$ cat src/rtl/dds_voice_engine.sv
// Multi-channel DDS tone generator with a built-in sample sequencer and saturating mixer.
// Optional noise waveforms (codes 4-7) are enabled by defining DDS_NOISE_EN.
module dds_voice_engine #(
    parameter int unsigned NUM_CH     = 4,
    parameter int unsigned PHASE_W    = 16,
    parameter int unsigned VOL_W      = 8,
    parameter int unsigned OUT_W      = 16,
    parameter int unsigned SAMPLE_DIV = 1024
) (
    input  logic                       clk_in,
    input  logic                       reset_n_in,
    input  logic                       wr_en_in,
    input  logic [$clog2(NUM_CH)+1:0]  addr_in,
    input  logic [PHASE_W-1:0]         data_in,
    output logic [OUT_W-1:0]           sample_out,
    output logic                       sample_valid_out,
    input  logic                       sample_ready_in,
    output logic                       overrun_out,
    output logic                       busy_out
);
    localparam int unsigned CH_W  = $clog2(NUM_CH);
    localparam int unsigned DIV_W = $clog2(SAMPLE_DIV);
    localparam int unsigned SHIFT = OUT_W - 1 - VOL_W;

    typedef enum logic [1:0] {S_IDLE, S_PHASE, S_MIX, S_LOAD} state_t;
    state_t state, state_nxt;

    logic [PHASE_W-1:0] incr [NUM_CH];
    logic [PHASE_W-1:0] acc  [NUM_CH];
    logic [VOL_W-1:0]   vol  [NUM_CH];
    logic [2:0]         wave [NUM_CH];
    logic [NUM_CH-1:0]  en, bits;
    logic               run;
    logic [DIV_W-1:0]   div;
    logic [CH_W-1:0]    idx;
    logic signed [OUT_W-1:0] mix, mix_base, mix_sat;
    logic signed [OUT_W:0]   amp, contrib, sum;
    logic [PHASE_W-1:0] acc_new;
    logic               bit_new, last_ch, clr_ovr, clr_acc;
    logic [1:0]         field;
    logic [CH_W-1:0]    wch;

    assign field   = addr_in[CH_W+1:CH_W];
    assign wch     = addr_in[CH_W-1:0];
    assign clr_ovr = wr_en_in && field == 2'd3 && data_in[1];
    assign clr_acc = wr_en_in && field == 2'd3 && data_in[2];
    assign last_ch = idx == CH_W'(NUM_CH - 1);

    function automatic logic wave_lut(input logic [2:0] p, input logic [1:0] w);
        case (w)
            2'd1:    return p == 3'd7;
            2'd2:    return p >= 3'd6;
            2'd3:    return p >= 3'd5;
            default: return p[2];
        endcase
    endfunction

    always_ff @(posedge clk_in or negedge reset_n_in) begin
        if (!reset_n_in) begin
            for (int unsigned i = 0; i < NUM_CH; i++) begin
                incr[i] <= '0;
                vol[i]  <= '0;
                wave[i] <= '0;
            end
            en  <= '0;
            run <= 1'b0;
        end else if (wr_en_in) begin
            case (field)
                2'd0: incr[wch] <= data_in;
                2'd1: vol[wch]  <= data_in[VOL_W-1:0];
                2'd2: begin
                    wave[wch] <= data_in[2:0];
                    en[wch]   <= data_in[3];
                end
                default: run <= data_in[0];
            endcase
        end
    end

`ifdef DDS_NOISE_EN
    logic        carry, lfsr_step;
    logic [14:0] lfsr, lfsr_nxt;
    assign {carry, acc_new} = {1'b0, acc[idx]} + {1'b0, incr[idx]};
    assign lfsr_nxt  = {lfsr[13:0], lfsr[14] ^ lfsr[13]};
    assign lfsr_step = state == S_PHASE && wave[idx][2] && carry;
    assign bit_new   = wave[idx][2] ? (lfsr_step ? lfsr_nxt[0] : lfsr[0])
                                    : wave_lut(acc_new[PHASE_W-1 -: 3], wave[idx][1:0]);
    always_ff @(posedge clk_in or negedge reset_n_in) begin
        if (!reset_n_in)    lfsr <= 15'h0001;
        else if (lfsr_step) lfsr <= lfsr_nxt;
    end
`else
    assign acc_new = acc[idx] + incr[idx];
    assign bit_new = wave_lut(acc_new[PHASE_W-1 -: 3], wave[idx][2] ? 2'd0 : wave[idx][1:0]);
`endif

    // One guard bit is enough: each step adds at most one amp, which fits in OUT_W-1 bits.
    always_comb begin
        mix_base = (idx == '0) ? '0 : mix;
        amp      = (OUT_W+1)'(vol[idx]) << SHIFT;
        if (!en[idx])      contrib = '0;
        else if (bits[idx]) contrib = amp;
        else                contrib = -amp;
        sum = {mix_base[OUT_W-1], mix_base} + contrib;
        if (sum[OUT_W] != sum[OUT_W-1])
            mix_sat = sum[OUT_W] ? {1'b1, {(OUT_W-1){1'b0}}} : {1'b0, {(OUT_W-1){1'b1}}};
        else
            mix_sat = sum[OUT_W-1:0];
    end

    always_ff @(posedge clk_in or negedge reset_n_in) begin
        if (!reset_n_in) state <= S_IDLE;
        else             state <= state_nxt;
    end

    always_comb begin
        state_nxt = state;
        case (state)
            S_IDLE:  if (run && div == '0) state_nxt = S_PHASE;
            S_PHASE: if (last_ch) state_nxt = S_MIX;
            S_MIX:   if (last_ch) state_nxt = S_LOAD;
            default: state_nxt = S_IDLE;
        endcase
    end

    always_comb begin
        busy_out = state != S_IDLE;
    end

    always_ff @(posedge clk_in or negedge reset_n_in) begin
        if (!reset_n_in) begin
            for (int unsigned i = 0; i < NUM_CH; i++) acc[i] <= '0;
            bits             <= '0;
            mix              <= '0;
            div              <= '0;
            idx              <= '0;
            sample_out       <= '0;
            sample_valid_out <= 1'b0;
            overrun_out      <= 1'b0;
        end else begin
            if (!run)                              div <= '0;
            else if (div == DIV_W'(SAMPLE_DIV - 1)) div <= '0;
            else                                   div <= div + 1'b1;

            if (state != state_nxt)                       idx <= '0;
            else if (state == S_PHASE || state == S_MIX) idx <= idx + 1'b1;

            if (clr_acc)
                for (int unsigned i = 0; i < NUM_CH; i++) acc[i] <= '0;
            else if (state == S_PHASE)
                acc[idx] <= acc_new;

            if (state == S_PHASE) bits[idx] <= bit_new;
            if (state == S_MIX)   mix <= mix_sat;

            if (state == S_LOAD) begin
                sample_out       <= mix;
                sample_valid_out <= 1'b1;
            end else if (sample_valid_out && sample_ready_in) begin
                sample_valid_out <= 1'b0;
            end

            if (clr_ovr)
                overrun_out <= 1'b0;
            else if (state == S_LOAD && sample_valid_out && !sample_ready_in)
                overrun_out <= 1'b1;
        end
    end
endmodule

$ cat config.mk
export PLATFORM = sky130hd
export DESIGN_NAME = dds_voice_engine
export DESIGN_NICKNAME = d
export VERILOG_FILES = /design/src/rtl/dds_voice_engine.sv
export SDC_FILE = /design/constraint.sdc
export NUM_CORES = 1
export LEC_CHECK = 0
export CAP_MARGIN = 20
export CORE_AREA = 2 2 215 217
export CTS_BUF_LIST = sky130_fd_sc_hd__clkbuf_8
export CTS_CLUSTER_DIAMETER = 50
export CTS_CLUSTER_SIZE = 12
export DETAILED_ROUTE_END_ITERATION = 10
export DIE_AREA = 0 0 217 219
export PLACE_DENSITY = 0.47
export SYNTH_ARGS = -nofsm -noshare
export SYNTH_HDL_FRONTEND = slang
export SYNTH_SLANG_ARGS = --single-unit
$ cat constraint.sdc
create_clock -name clk_in -period 6.6 [get_ports clk_in]
set_clock_uncertainty 0.2 [all_clocks]
set_input_delay 0.66 -clock clk_in [delete_from_list [all_inputs] [get_ports clk_in]]
set_output_delay 0.66 -clock clk_in [all_outputs]
set_load 0.05 [all_outputs]
==> out/qor.txt, run 1 <==
outcome: completed
crit-path leading delay family: multiplexers
Die Ht: 219 µm
Crit Path Category: reg -> reg
leading cell types in the layout, fill and taps excluded: 215 x dfrtp_1, 129 x mux2_2, 100 x nor2_1
crit share post-route: 78.5%
CP Capture Type: register
Post-Route WL: 26800 µm
required time worst endpoint: 6.88 ns
CTS Hold Bufs: 1
Synth Flop Type: dfrtp_1
CTS sink cnt: 217
wire length on met3: 1060 µm
synthesized flop and latch total: 217
first-pass GRT wire length: 43600 µm
Initial DRC Count: 298
async set-reset flop share out of synthesis: 100%
drt pass-1 iters: 4
post-CTS sizing: 0
largest family of logic cells by synthesized area: multiplexers
RSZ-0062 raised after global routing: no
layout cells sized above 1: 24.1%
post-synthesis average cell area: 11.6 µm²
H-tree Lvls: 1
Tightest Pin Transition: 0.989 ns
CP cell instances: mux4_2, inv_1, ha_1, nor3b_1, or3_1, a21oi_1, ha_1, nand3_1, o2111ai_1, o211ai_1, o21ai_0, xor2_2, xnor2_2, ha_1, inv_1, o21ai_0, mux2_2
post-DP HPWL: 18000 µm
setup slack at placement: 1.40 ns
Post-Synth XOR/XNOR Area: 2.88%
WL met1: 12700 µm
post-synthesis mux area share: 22.3%
CTS tree: yes
row count: 78
WL met2: 12600 µm
Clock Path Buffers: 3
initial core utilization: 24.8%
CP Capture Point: mix[6]
detailed-route wire length per cell: 16.5 µm
postcts setup bufs: 0
commonest non-fill, non-tap cell in the layout: dfrtp_1
most frequent CP cell: ha_1
Arr. time, crit path: 5.46 ns
Final Max Tran Viols: 0
VDD IR-drop max: 229 µV
Synth Area in Adders: 4.39%
Pleak: 5.50 nW
CP Launch Type: register
Hold/Removal Path Class: reg -> reg
CP max stage delay: 0.79 ns
largest net degree at the start of global routing: 117
Period minus WS final: 5.18 ns
clk_lat worst skew: 0.59 ns
setup_tns: 0 ns
final instance area: 12900 µm²
total congestion overflow: 0
die area: 47500 µm²
Synth top area share: 48.6%
Critical Path Slowest Stage Cell: dfrtp_4
Total GRT Usage: 11.5%
DRC: 0
Setup crit start: idx[0]
total inserted antenna cells: 0
fmax: 0.193 GHz
power density cells: 465 nW/µm²
fin util: 28.6%
WP buf/inv: 2
TritonCTS buffer count: 30
initial antenna violation count: 0
drt via density: 4.54
simple-gate share of the synthesized area: 11.0%
GP Congestion: 0.755
Synth cell types: 55
Die W: 217 µm
vias in the first global route: 7726
Final setup viols: 0
Root Driver: clkbuf_8
core area: 45100 µm²
post-synthesis sequential area ratio: 48.6%
reg2reg end: mix[6]
synthesis-to-layout area growth: 15.3%
worst setup margin: 1.42 ns
Final nets: 1059
Hold Crit Depth: 1
top fanout value on the critical path: 27
top post-synthesis cells by area: dfrtp_1 49%, mux2_2 13%, mux4_2 7.7%
uppermost layer routed: met4
complex-gate fraction of the synthesized area: 7.84%
leading area contributor after synthesis: dfrtp_1
Placed Area: 12200 µm²
num ports: 43
hold violation total from the final report: 0
max_slew headroom: 34.1%
flop-to-flop setup slack: 1.42 ns
Yosys warnings: 0
Port Buffer Count: 42
Post-synth EDFFs: 0
hold_ws: 0.303 ns
clk slew on worst S/H paths: 0.08 ns
Cells after Synth: 966
Antenna Nets Post-Route: 0
worst r2r src: idx[0]
routed vias: 7361
WP depth: 17
Synth Cell Area: 11200 µm²
Syn Nets: 1028
max-cap violation count: 0
R2R cell count: 17
## cell usage after synthesis (10+ instances only)
master / n
dfrtp_1: 217
mux2_2: 129
nor2_1: 100
nand2_1: 89
a21oi_1: 82
clkbuf_1: 41
mux4_2: 38
ha_1: 36
inv_1: 24
o21ai_0: 24
xnor2_1: 19
nand3_1: 15
nor2b_1: 15
xor2_1: 14
nor3_1: 10
## final cells by class
cell class | instances | area [µm²]
Fill cell | 4714 | 32200
Sequential cell | 217 | 5440
Multi-Input combinational cell | 670 | 5410
Tap cell | 600 | 751
Timing Repair Buffer | 54 | 543
Clock buffer | 31 | 427
Clock inverter | 24 | 231
Inverter | 24 | 90.1
## report_power, final
| group | internal (mW) | switching, mW |
|---|---|---|
| sequential | 1.73 | 0.251 |
| clock | 0.580 | 0.580 |
| combinational | 1.21 | 1.64 |
| total | 3.52 | 2.47 |
## cell families (layout without fill, tap and decap cells)
family / Yosys count / in the layout
buffers and inverters: 79 / 133
muxes: 177 / 177
adders and majority gates: 38 / 38
xor gates and xnor gates: 35 / 35
AOI/OAI and AO/OA: 148 / 148
DFF: 217 / 217
and+or+nand+nor: 272 / 272
## stage by stage
stage / std cells / total power [mW]
4_1_cts: 1618 / 6.07
5_1_grt: 1620 / 6.47
6_report: 1620 / 6.00
3_3_place_gp: 1561 / 4.84
3_5_place_dp: 1562 / 4.87
2_1_floorplan: 966 / 4.13
## registers in the layout, indices dropped and copies added (netlist names)
name,flops
vol,32
acc,64
incr,64
overrun_out,1
mix,10
bits,4
sample_valid_out,1
div,10
en,4
sample_out,10
run,1
idx,2
wave,12
state,2
## layer usage
metal / up-vias / GRT usage (%)
met5: - / 0
met4: 0 / 2.51
met3: 29 / 1.50
met2: 112 / 19.4
met1: 3742 / 15.8
li1: 3478 / -
## worst min path at each step
stage                     endpoint  slack, ns        from
after detailed placement  incr[23]       0.29    incr[23]
after CTS                 incr[23]       0.31    incr[23]
after global routing      incr[18]       0.32    incr[18]
after global placement     vol[15]       0.28     vol[15]
final                      vol[14]       0.30     vol[14]
after floorplan             acc[0]       0.16  reset_n_in
Power figures use the tool's default switching activity.
==> run 2: changes to the inputs <==
==> constraint.sdc (replaced) <==
create_clock -name clk_in -period 5.3 [get_ports clk_in]
set_clock_uncertainty 0.2 [all_clocks]
set_input_delay 0.53 -clock clk_in [delete_from_list [all_inputs] [get_ports clk_in]]
set_output_delay 0.53 -clock clk_in [all_outputs]
set_load 0.05 [all_outputs]
==> out/qor.txt, run 2 (same netlist as run 1, synthesis figures left out) <==
layout cells sized above 1: 24.7% (+0.61 points)
CP Launch Type: register
first-pass GRT wire length: 43600 µm (unchanged)
WP buf/inv: 2 (unchanged)
crit-path leading delay family: multiplexers
top fanout value on the critical path: 12 (-56%)
WP depth: 17 (unchanged)
outcome: completed
synthesis-to-layout area growth: 15.8%
fmax: 0.213 GHz (+10%)
routed vias: 7313 (-0.65%)
total congestion overflow: 0 (unchanged)
hold_ws: 0.300 ns (-0.00294 ns)
Die Ht: 219 µm (unchanged)
die area: 47500 µm² (unchanged)
max-cap violation count: 0 (unchanged)
Tightest Pin Transition: 0.991 ns (+0.00178 ns)
clk_lat worst skew: 0.62 ns (+0.03 ns)
final instance area: 12900 µm² (+0.48%)
CP max stage delay: 0.59 ns (-0.20 ns)
num ports: 43 (unchanged)
CTS tree: yes
most frequent CP cell: ha_1
largest net degree at the start of global routing: 112 (-4.3%)
R2R cell count: 17 (unchanged)
Total GRT Usage: 11.7% (+0.14 points)
Port Buffer Count: 42 (unchanged)
detailed-route wire length per cell: 16.7 µm (+1.1%)
TritonCTS buffer count: 31 (+3.3%)
row count: 78 (unchanged)
fin util: 28.7% (+0.14 points)
Final nets: 1061 (+0.19%)
largest registers: acc: 64 flops, incr: 64 flops, vol: 32 flops
Hold/Removal Path Class: reg -> reg
commonest non-fill, non-tap cell in the layout: dfrtp_1
Antenna Nets Post-Route: 0 (unchanged)
drt pass-1 iters: 5 (+1)
leading cell types in the layout, fill and taps excluded: 215 x dfrtp_1, 129 x mux2_2, 100 x nor2_1
core area: 45100 µm² (unchanged)
Die W: 217 µm (unchanged)
Clock Path Buffers: 3 (unchanged)
vias in the first global route: 7434 (-3.8%)
Root Driver: clkbuf_8
Arr. time, crit path: 5.01 ns (-0.45 ns)
Placed Area: 12200 µm² (+0.39%)
max_slew headroom: 33.8% (-0.28 points)
CP Capture Type: register
DRC: 0 (unchanged)
initial core utilization: 24.8% (unchanged)
Hold Crit Depth: 2 (+1)
crit share post-route: 88.6% (+10 points)
setup_tns: 0 ns (unchanged)
power density cells: 583 nW/µm² (+25%)
Crit Path Category: reg -> reg
GP Congestion: 0.794 (+5.2%)
required time worst endpoint: 5.61 ns (-1.27 ns)
Final setup viols: 0 (unchanged)
Period minus WS final: 4.70 ns (-0.484 ns)
Initial DRC Count: 407 (+37%)
total inserted antenna cells: 0 (unchanged)
Pleak: 5.50 nW (about the same)
drt via density: 4.51 (-0.84%)
postcts setup bufs: 0 (unchanged)
Final Max Tran Viols: 0 (unchanged)
Post-Route WL: 27200 µm (+1.3%)
CP cell instances: mux4_2, inv_1, ha_1, nor3b_1, or3_1, a21oi_1, ha_1, nand3_1, o2111ai_1, o211ai_1, o21ai_0, xor2_2, xnor2_2, ha_1, inv_1, o21ai_0, mux2_2
total power draw: 7.55 mW (+26%)
VDD IR-drop max: 196 µV (-14%)
hold violation total from the final report: 0 (unchanged)
CTS sink cnt: 217 (unchanged)
initial antenna violation count: 0 (unchanged)
RSZ-0062 raised after global routing: no
clk slew on worst S/H paths: 0.08 ns (about the same)
H-tree Lvls: 1 (unchanged)
post-DP HPWL: 18400 µm (+2.2%)
post-CTS sizing: 0 (unchanged)
Critical Path Slowest Stage Cell: mux4_2
## run 2: layer usage
metal	GRT usage, %	vias to the layer above	share of wire (%)
met5	0	-	0
met4	3.11	0	1.6
met3	1.83	31	3.7
met2	18.6	110	46
met1	16.4	3695	49
li1	-	3477	-
## run 2: path summary, 6_finish.rpt
path	start	slack [ns]	to
min in group asynchronous	reset_n_in	0.32	sample_out[12]
worst min-delay path	acc[11]	0.30	acc[11]
worst max register to register	idx[0]	0.60	mix[6]
worst min register to register	acc[11]	0.30	acc[11]
max in group asynchronous	reset_n_in	3.46	incr[40]
worst max-delay path	idx[0]	0.60	mix[6]
## run 2: power breakdown
part | switching (mW) | internal (mW) | leakage, nW
sequential | 0.299 | 2.15 | 2.74
clock | 0.748 | 0.770 | 0.350
combinational | 2.05 | 1.53 | 2.41
total | 3.10 | 4.45 | 5.50
## run 2: area by class of cell
| cell class | count | area (µm²) |
|---|---|---|
| well taps | 600 | 751 |
| clock inverters | 23 | 236 |
| inverters | 24 | 90.1 |
| fillers | 4687 | 32100 |
| clock buffers | 34 | 468 |
| multi-input cells | 670 | 5410 |
| flip-flops and latches | 217 | 5440 |
| repair buffers | 55 | 558 |
## run 2: tightest hold or removal path, cell delays in order (launching register included)
cell	delay (ns)
dfrtp_1	0.35
nand3_1	0.06
o21ai_0	0.06
## run 2: timing repair
item	CTS	global route
hold endpoints to repair	106	0
setup endpoints to repair	0	0
hold buffers	1	0
## run 2: through the flow
stage          setup slack, ns  instances
2_1_floorplan            0.690        966
3_3_place_gp             0.638       1564
3_5_place_dp             0.586       1565
4_1_cts                  0.577       1623
5_1_grt                  0.190       1623
6_report                 0.603       1623
